<file path="src/rtl/pattern_search_engine.sv">
`default_nettype none
// ============================================================================
// Module      : pattern_search_engine
// Description : Responder for pattern-search requests. Walks a window of the
//               data BRAM and compares it byte by byte against a pattern held
//               in the pattern BRAM. Reports done/found. Resuming from a match
//               enumerates later occurrences in the same window.
// Revision    : 1.0 - initial release
// ----------------------------------------------------------------------------
// Ports
//   CLK100MHZ  in   system clock, rising edge
//   reset      in   synchronous active-high reset, clears all outputs
//   p          in   pattern start address (pattern BRAM)
//   pl         in   pattern length in bytes
//   b          in   block number, window base = {b, 8'h00}
//   bl         in   window length in bytes
//   activate   in   start (IDLE/NOMATCH) or resume (MATCH), one-cycle level
//   restart    in   synchronous abort to IDLE, only busy is cleared
//   pat_addr   out  pattern BRAM read address (registered)
//   pat_data   in   pattern BRAM read data, one cycle after pat_addr
//   mem_addr   out  data BRAM read address (registered)
//   mem_data   in   data BRAM read data, one cycle after mem_addr
//   busy       out  high while comparing (FETCH/CMP)
//   done       out  search finished (MATCH or NOMATCH)
//   found      out  absolute address of the match, all ones when none
//   cycles     out  search duration counter
// Configuration
//   PSA_CYCLE_COUNT_EN : when defined, builds the saturating duration counter;
//                        otherwise cycles is tied to zero.
// ============================================================================
module pattern_search_engine #(
  parameter int ADDR_W = 16,
  parameter int DATA_W = 8
) (
  input  logic              CLK100MHZ,
  input  logic              reset,
  input  logic [7:0]        p,
  input  logic [7:0]        pl,
  input  logic [7:0]        b,
  input  logic [ADDR_W-1:0] bl,
  input  logic              activate,
  input  logic              restart,
  output logic [7:0]        pat_addr,
  input  logic [DATA_W-1:0] pat_data,
  output logic [ADDR_W-1:0] mem_addr,
  input  logic [DATA_W-1:0] mem_data,
  output logic              busy,
  output logic              done,
  output logic [ADDR_W-1:0] found,
  output logic [ADDR_W-1:0] cycles
);

  localparam int EXT_W = ADDR_W + 1;

  localparam logic [2:0] c_IDLE    = 3'd0;
  localparam logic [2:0] c_FETCH   = 3'd1;
  localparam logic [2:0] c_CMP     = 3'd2;
  localparam logic [2:0] c_MATCH   = 3'd3;
  localparam logic [2:0] c_NOMATCH = 3'd4;

  // One past the highest addressable byte, in the extended width.
  localparam logic [EXT_W-1:0] c_SPAN = {1'b1, {ADDR_W{1'b0}}};
  localparam logic [ADDR_W-1:0] c_NONE = {ADDR_W{1'b1}};

  logic [2:0]        r_state;
  logic [2:0]        w_state_nxt;

  logic [7:0]        r_p;
  logic [7:0]        r_pl;
  logic [ADDR_W-1:0] r_base;
  logic [ADDR_W-1:0] r_bl;
  logic [EXT_W-1:0]  r_s;
  logic [7:0]        r_j;
  logic              r_done;
  logic [ADDR_W-1:0] r_found;
  logic [7:0]        r_pat_addr;
  logic [ADDR_W-1:0] r_mem_addr;

  logic [ADDR_W-1:0] w_base_in;
  logic [EXT_W-1:0]  w_end_in;
  logic              w_guard_in;
  logic [EXT_W-1:0]  w_last;
  logic [EXT_W-1:0]  w_s_next;
  logic [EXT_W-1:0]  w_resume_s;
  logic [7:0]        w_j_next;
  logic              w_eq;
  logic              w_last_byte;
  logic              w_fresh;
  logic              w_resume;
  logic              w_settle;

  assign w_base_in  = ADDR_W'({b, 8'h00});
  assign w_end_in   = {1'b0, w_base_in} + {1'b0, bl};
  // Degenerate requests never enter the compare loop.
  assign w_guard_in = (pl == 8'd0) || (bl < ADDR_W'(pl)) || (w_end_in > c_SPAN);

  // Last legal start position; bl >= pl is guaranteed once latched.
  assign w_last     = {1'b0, r_base} + {1'b0, r_bl} - EXT_W'(r_pl);
  assign w_s_next   = r_s + EXT_W'(1);
  assign w_resume_s = {1'b0, r_found} + EXT_W'(1);
  assign w_j_next   = r_j + 8'd1;
  assign w_eq       = (mem_data == pat_data);
  assign w_last_byte = (r_j == r_pl - 8'd1);

  // A finished search only accepts a new command once done is visible.
  assign w_fresh  = activate && ((r_state == c_IDLE) ||
                                 ((r_state == c_NOMATCH) && r_done));
  assign w_resume = activate && (r_state == c_MATCH) && r_done;

  // done/found are published one edge after the FSM reaches a final state.
  assign w_settle = ((r_state == c_MATCH) || (r_state == c_NOMATCH)) && !r_done;

  // --------------------------------------------------------------------------
  // FSM: state register
  // --------------------------------------------------------------------------
  always_ff @(posedge CLK100MHZ) begin
    if (reset) begin
      r_state <= c_IDLE;
    end else begin
      r_state <= w_state_nxt;
    end
  end

  // --------------------------------------------------------------------------
  // FSM: next-state logic
  // --------------------------------------------------------------------------
  always_comb begin
    w_state_nxt = r_state;
    case (r_state)
      c_IDLE, c_NOMATCH: begin
        if (w_fresh) begin
          w_state_nxt = w_guard_in ? c_NOMATCH : c_FETCH;
        end
      end
      c_FETCH: w_state_nxt = c_CMP;
      c_CMP: begin
        if (w_eq) begin
          w_state_nxt = w_last_byte ? c_MATCH : c_FETCH;
        end else begin
          w_state_nxt = (w_s_next <= w_last) ? c_FETCH : c_NOMATCH;
        end
      end
      c_MATCH: begin
        if (w_resume) begin
          w_state_nxt = (w_resume_s > w_last) ? c_NOMATCH : c_FETCH;
        end
      end
      default: w_state_nxt = c_IDLE;
    endcase
    if (restart) begin
      w_state_nxt = c_IDLE;
    end
  end

  // --------------------------------------------------------------------------
  // FSM: outputs
  // --------------------------------------------------------------------------
  always_comb begin
    busy = 1'b0;
    if ((r_state == c_FETCH) || (r_state == c_CMP)) begin
      busy = 1'b1;
    end
  end

  // --------------------------------------------------------------------------
  // Datapath. Addresses are loaded on the edge that enters FETCH so the BRAM
  // registers them at the end of FETCH and the data is ready during CMP.
  // --------------------------------------------------------------------------
  always_ff @(posedge CLK100MHZ) begin
    if (reset) begin
      r_p        <= 8'd0;
      r_pl       <= 8'd0;
      r_base     <= '0;
      r_bl       <= '0;
      r_s        <= '0;
      r_j        <= 8'd0;
      r_done     <= 1'b0;
      r_found    <= c_NONE;
      r_pat_addr <= 8'd0;
      r_mem_addr <= '0;
    end else if (restart) begin
      r_j <= 8'd0;
    end else if (w_fresh) begin
      r_p        <= p;
      r_pl       <= pl;
      r_base     <= w_base_in;
      r_bl       <= bl;
      r_s        <= {1'b0, w_base_in};
      r_j        <= 8'd0;
      r_done     <= 1'b0;
      r_found    <= c_NONE;
      r_mem_addr <= w_base_in;
      r_pat_addr <= p;
    end else if (w_resume) begin
      r_s        <= w_resume_s;
      r_j        <= 8'd0;
      r_done     <= 1'b0;
      r_mem_addr <= w_resume_s[ADDR_W-1:0];
      r_pat_addr <= r_p;
    end else if (r_state == c_CMP) begin
      if (w_eq) begin
        if (!w_last_byte) begin
          r_j        <= w_j_next;
          r_mem_addr <= r_s[ADDR_W-1:0] + ADDR_W'(w_j_next);
          r_pat_addr <= r_p + w_j_next;
        end
      end else begin
        r_s        <= w_s_next;
        r_j        <= 8'd0;
        r_mem_addr <= w_s_next[ADDR_W-1:0];
        r_pat_addr <= r_p;
      end
    end else if (w_settle) begin
      r_done  <= 1'b1;
      r_found <= (r_state == c_MATCH) ? r_s[ADDR_W-1:0] : c_NONE;
    end
  end

  assign pat_addr = r_pat_addr;
  assign mem_addr = r_mem_addr;
  assign done     = r_done;
  assign found    = r_found;

`ifdef PSA_CYCLE_COUNT_EN
  // Counts every edge from command acceptance up to and including the edge
  // that raises done, then holds.
  logic [ADDR_W-1:0] r_cycles;
  logic              r_cnt_run;

  always_ff @(posedge CLK100MHZ) begin
    if (reset) begin
      r_cycles  <= '0;
      r_cnt_run <= 1'b0;
    end else if (restart) begin
      r_cnt_run <= 1'b0;
    end else if (w_fresh || w_resume) begin
      r_cycles  <= '0;
      r_cnt_run <= 1'b1;
    end else if (r_cnt_run) begin
      if (r_cycles != c_NONE) begin
        r_cycles <= r_cycles + ADDR_W'(1);
      end
      if (w_settle) begin
        r_cnt_run <= 1'b0;
      end
    end
  end

  assign cycles = r_cycles;
`else
  assign cycles = '0;
`endif

endmodule
`default_nettype wire
</file>
<file path="config.mk">
export PLATFORM = sky130hd
export DESIGN_NAME = pattern_search_engine
export DESIGN_NICKNAME = d
export VERILOG_FILES = /design/src/rtl/pattern_search_engine.sv
export SDC_FILE = /design/constraint.sdc
export NUM_CORES = 1
export LEC_CHECK = 0
export BUFFER_PORTS_ARGS = -buffer_cell sky130_fd_sc_hd__buf_4
export CAP_MARGIN = 20
export CORE_MARGIN = 3
export CORE_UTILIZATION = 55
export DETAILED_ROUTE_END_ITERATION = 8
export PLACE_DENSITY_LB_ADDON = 0.1
export SYNTH_ARGS = -nofsm -noshare
export SYNTH_HDL_FRONTEND = slang
export SYNTH_SLANG_ARGS = --single-unit
</file>
<file path="constraint.sdc">
create_clock -name CLK100MHZ -period 11.64 [get_ports CLK100MHZ]
set_input_delay 2.328 -clock CLK100MHZ [delete_from_list [all_inputs] [get_ports CLK100MHZ]]
set_output_delay 2.328 -clock CLK100MHZ [all_outputs]
set_load 0.005 [all_outputs]
</file>
==> results.py <==
metrics = {
    "outcome": {
        "status": "finished, final reports clean",
    },
    "grt": {
        "first_global_vias": 7663,
        "grt_use_total_pct": 27.7,
        "grt_pass1_wl_mm": 40.1,
        "grt-ovfl-total": 0,
        "grt_max_degree": 74,
        "grt_antenna_before_repair": 0,
    },
    "synthesis": {
        "syn_inst": 1194,
        "async_reset_ff_share_pct": 0,
        "yosysWarningCount": 0,
        "synth_area_per_cell_um2": 7.51,
        "synth.distinct_cells": 72,
        "synth_area_mm2": 0.00897,
        "ys.flop_type": "dfxtp_1",
        "synth_edf_count": 0,
        "yosysSeqAreaShare_pct": 24.3,
        "yosys_register_bits": 109,
    },
    "power_and_ir_drop": {
        "p_clk_share_pct": 28.0,
        "seq_power_share_pct": 39.1,
        "max-vdd-ir-drop_v": 0.0000697,
        "power.density_mw_per_mm2": 102,
        "combPwrFrac_pct": 32.9,
        "power.net_switching_mw": 0.361,
        "p_int_mw": 0.668,
        "leakage_nw": 4.47,
        "p_sw_share_pct": 35.1,
    },
    "cts": {
        "clk_latency_ns": 0.36,
        "cts_buffers": 9,
        "path_clk_slew_ns": 0.07,
        "post_cts_buffers": 0,
        "cts_tree": "yes",
        "h-tree-depth": 3,
        "root_buffer": "clkbuf_16",
        "cts_sinks": 109,
        "ctsHoldBuffers": 0,
        "cts_resized": 0,
        "clockBufferDepth": 2,
    },
    "floorplanning": {
        "initial_utilization_pct": 56.3,
        "ios": 118,
        "die_h_um": 134,
        "die_width_um": 134,
        "die_area_mm2": 0.0179,
        "coreArea_mm2": 0.0159,
        "rows": 46,
    },
    "critical_path": {
        "r2r_cells": 18,
        "arrival_ns": 5.25,
        "rr_endpoint": "r_state[2]",
        "slowest_delay_ns": 0.71,
        "cp.depth": 9,
        "crit_top_cell": "nor2_1",
        "slowest_stage": "a21o_1",
        "path_delay_family": "compound AO/OA/AOI/OAI gates",
        "path_class": "input pin to flip-flop",
        "cp-end-kind": "flip-flop",
        "crit_buf_inv": 1,
        "crit_chain": "buf_4, xor2_1, nor4_1, nand2_1, o211ai_1, a21o_1, nor2_1, a222oi_1, nor2_1",
        "reg2reg_from": "r_pl[1]",
        "cp-endpoint": "r_s[13]",
        "reg2reg_slack_ns": 6.86,
        "path_max_fanout": 28,
        "crit_start": "pat_data[7]",
        "critPathLaunchType": "input pin",
        "required_ns": 11.86,
    },
    "timing": {
        "timing.setup.tns_ns": 0,
        "slew_viol_final": 0,
        "relSlewSlack_pct": 36.9,
        "finalSetupViolations": 0,
        "worst_pin_slew_ns": 0.946,
        "fin_hold_ws_ns": 0.455,
        "period_minus_slack_ns": 5.03,
        "fin_crit_sh_pct": 43.2,
        "rsz0062_at_grt": "no",
        "clock.fmax_mhz": 199,
        "finalClockSkew_ns": 0.00891,
        "hold_viol": 0,
    },
    "layout": {
        "areaGrowthSynthToFinish_pct": 12.0,
        "insertedDiodeCount": 0,
        "drive_above_1_share_pct": 12.1,
        "num-fill-cells": 1509,
        "nNetsFinal": 1414,
        "fin_cells": 1477,
        "fin_util_pct": 63.0,
    },
    "placed_design": {
        "dp.cells": 1459,
        "dp_hpwl_mm": 19.0,
        "port_buffers": 101,
        "gp_congestion": 0.922,
    },
    "route": {
        "drc": 0,
        "wl_per_cell_um": 16.9,
        "vias": 8506,
        "routed_via_density": 5.76,
        "drt-total-wl_mm": 25.0,
        "ant_nets": 0,
        "drt-initial-drc-count": 665,
        "first_pass_iters": 5,
    },
    "run": {
        "cap_violations": 0,
    },
    "worst_hold_path": {
        "hold_path.class": "flip-flop to flip-flop",
    },
}
[tightest hold or removal path: stages, from the launching register on]
cell and delay, ns:
dfxtp_1 0.31, nand2_1 0.05, a21oi_1 0.05
[cells in the mapped netlist (all sizes together), types with 5 or more instances]
cell / n / area [um^2]
nand2b: 14 / 87.6
o21bai: 20 / 150
nand3: 31 / 155
o211ai: 8 / 60.1
a21o: 20 / 150
xor2: 42 / 375
clkbuf: 47 / 176
nor4: 12 / 81.3
nor3: 44 / 225
inv: 81 / 304
dfxtp: 109 / 2180
or3: 7 / 53.8
a31oi: 10 / 62.6
xnor2: 49 / 437
a211oi: 16 / 135
ha: 94 / 1180
and2: 5 / 31.3
o22ai: 5 / 31.3
buf: 28 / 194
nand4: 14 / 87.6
mux2i: 9 / 90.1
o21ai: 51 / 259
a222oi: 6 / 60.1
nand2: 151 / 567
a21oi: 112 / 568
nor2b: 12 / 82.6
a2111oi: 7 / 105
nor2: 120 / 455
and3: 15 / 93.8
[how the worst min path moves through the flow]
stage,startpoint,endpoint,slack [ns],depth (start not counted)
after floorplan,r_base[10],r_base[10],0.44,2
after global placement,r_base[8],r_base[8],0.44,2
after detailed placement,r_base[13],r_base[13],0.45,2
after CTS,r_base[13],r_base[13],0.46,2
after global routing,r_bl[10],r_bl[10],0.47,2
final,r_bl[12],r_bl[12],0.46,2
[cells in the final DEF (no fill, tap or decap), types with 43 or more instances in the layout]
master   instances
nand2_1        151
nor2_1         117
a21oi_1        110
buf_4          110
dfxtp_1        109
ha_1            94
inv_1           81
o21ai_0         48
xnor2_1         48
nor3_1          43
[through the flow]
stage | cell area [um^2] | setup WS [ns] | total power, mW
finish | 10000 | 6.61 | 1.03
detailed placement | 9750 | 6.33 | 0.742
global placement | 9750 | 6.34 | 0.737
floorplan | 9030 | 7.33 | 0.646
CTS | 10000 | 6.70 | 1.03
global route | 10000 | 6.28 | 1.09
[sequential cells by signal (all words and copies together), names as in the netlist]
| signal | cells |
|---|---|
| r_state | 3 |
| r_pl | 8 |
| found | 16 |
| r_bl | 16 |
| pat_addr | 8 |
| r_p | 8 |
| r_base | 8 |
| mem_addr | 16 |
| r_s | 17 |
| r_j | 8 |
| done | 1 |
[layout make-up]
| type | instances | area (um^2) | share of cell area, % |
|---|---|---|---|
| sequential | 109 | 2180 | 21.7 |
| timing repair buffer | 111 | 853 | 8.49 |
| tap | 216 | 270 | 2.69 |
| inverter | 81 | 304 | 3.03 |
| clock inverter | 5 | 27.5 | 0.274 |
| multi-input combinational | 944 | 6180 | 61.5 |
| clock buffer | 11 | 233 | 2.32 |
[kinds of logic after synthesis]
kind of cell	after synthesis	synth area share, %
AOI/OAI and AO/OA	287	20.9
xor gates and xnor gates	91	9.05
adders and majority gates	100	14.2
buffers and inverters	156	7.52
DFF	109	24.3
muxes	11	1.26
other	1	0.0418
and+or+nand+nor	439	22.6
[metal layers]
metal	vias to the layer above	share of wire [%]	GRT usage [%]
li1	4251	-	-
met1	3899	46	40.9
met2	317	43	40.8
met3	39	7.8	4.15
met4	0	3.2	10.6
met5	-	0	0
[power by group through the flow]
stage	combinational [mW]	sequential, mW	clock [mW]
finish	0.339	0.402	0.289
global route	0.378	0.404	0.308
CTS	0.334	0.401	0.292
detailed placement	0.332	0.410	0
global placement	0.327	0.410	0
floorplan	0.243	0.404	0
(Power assumes the default switching activity.)
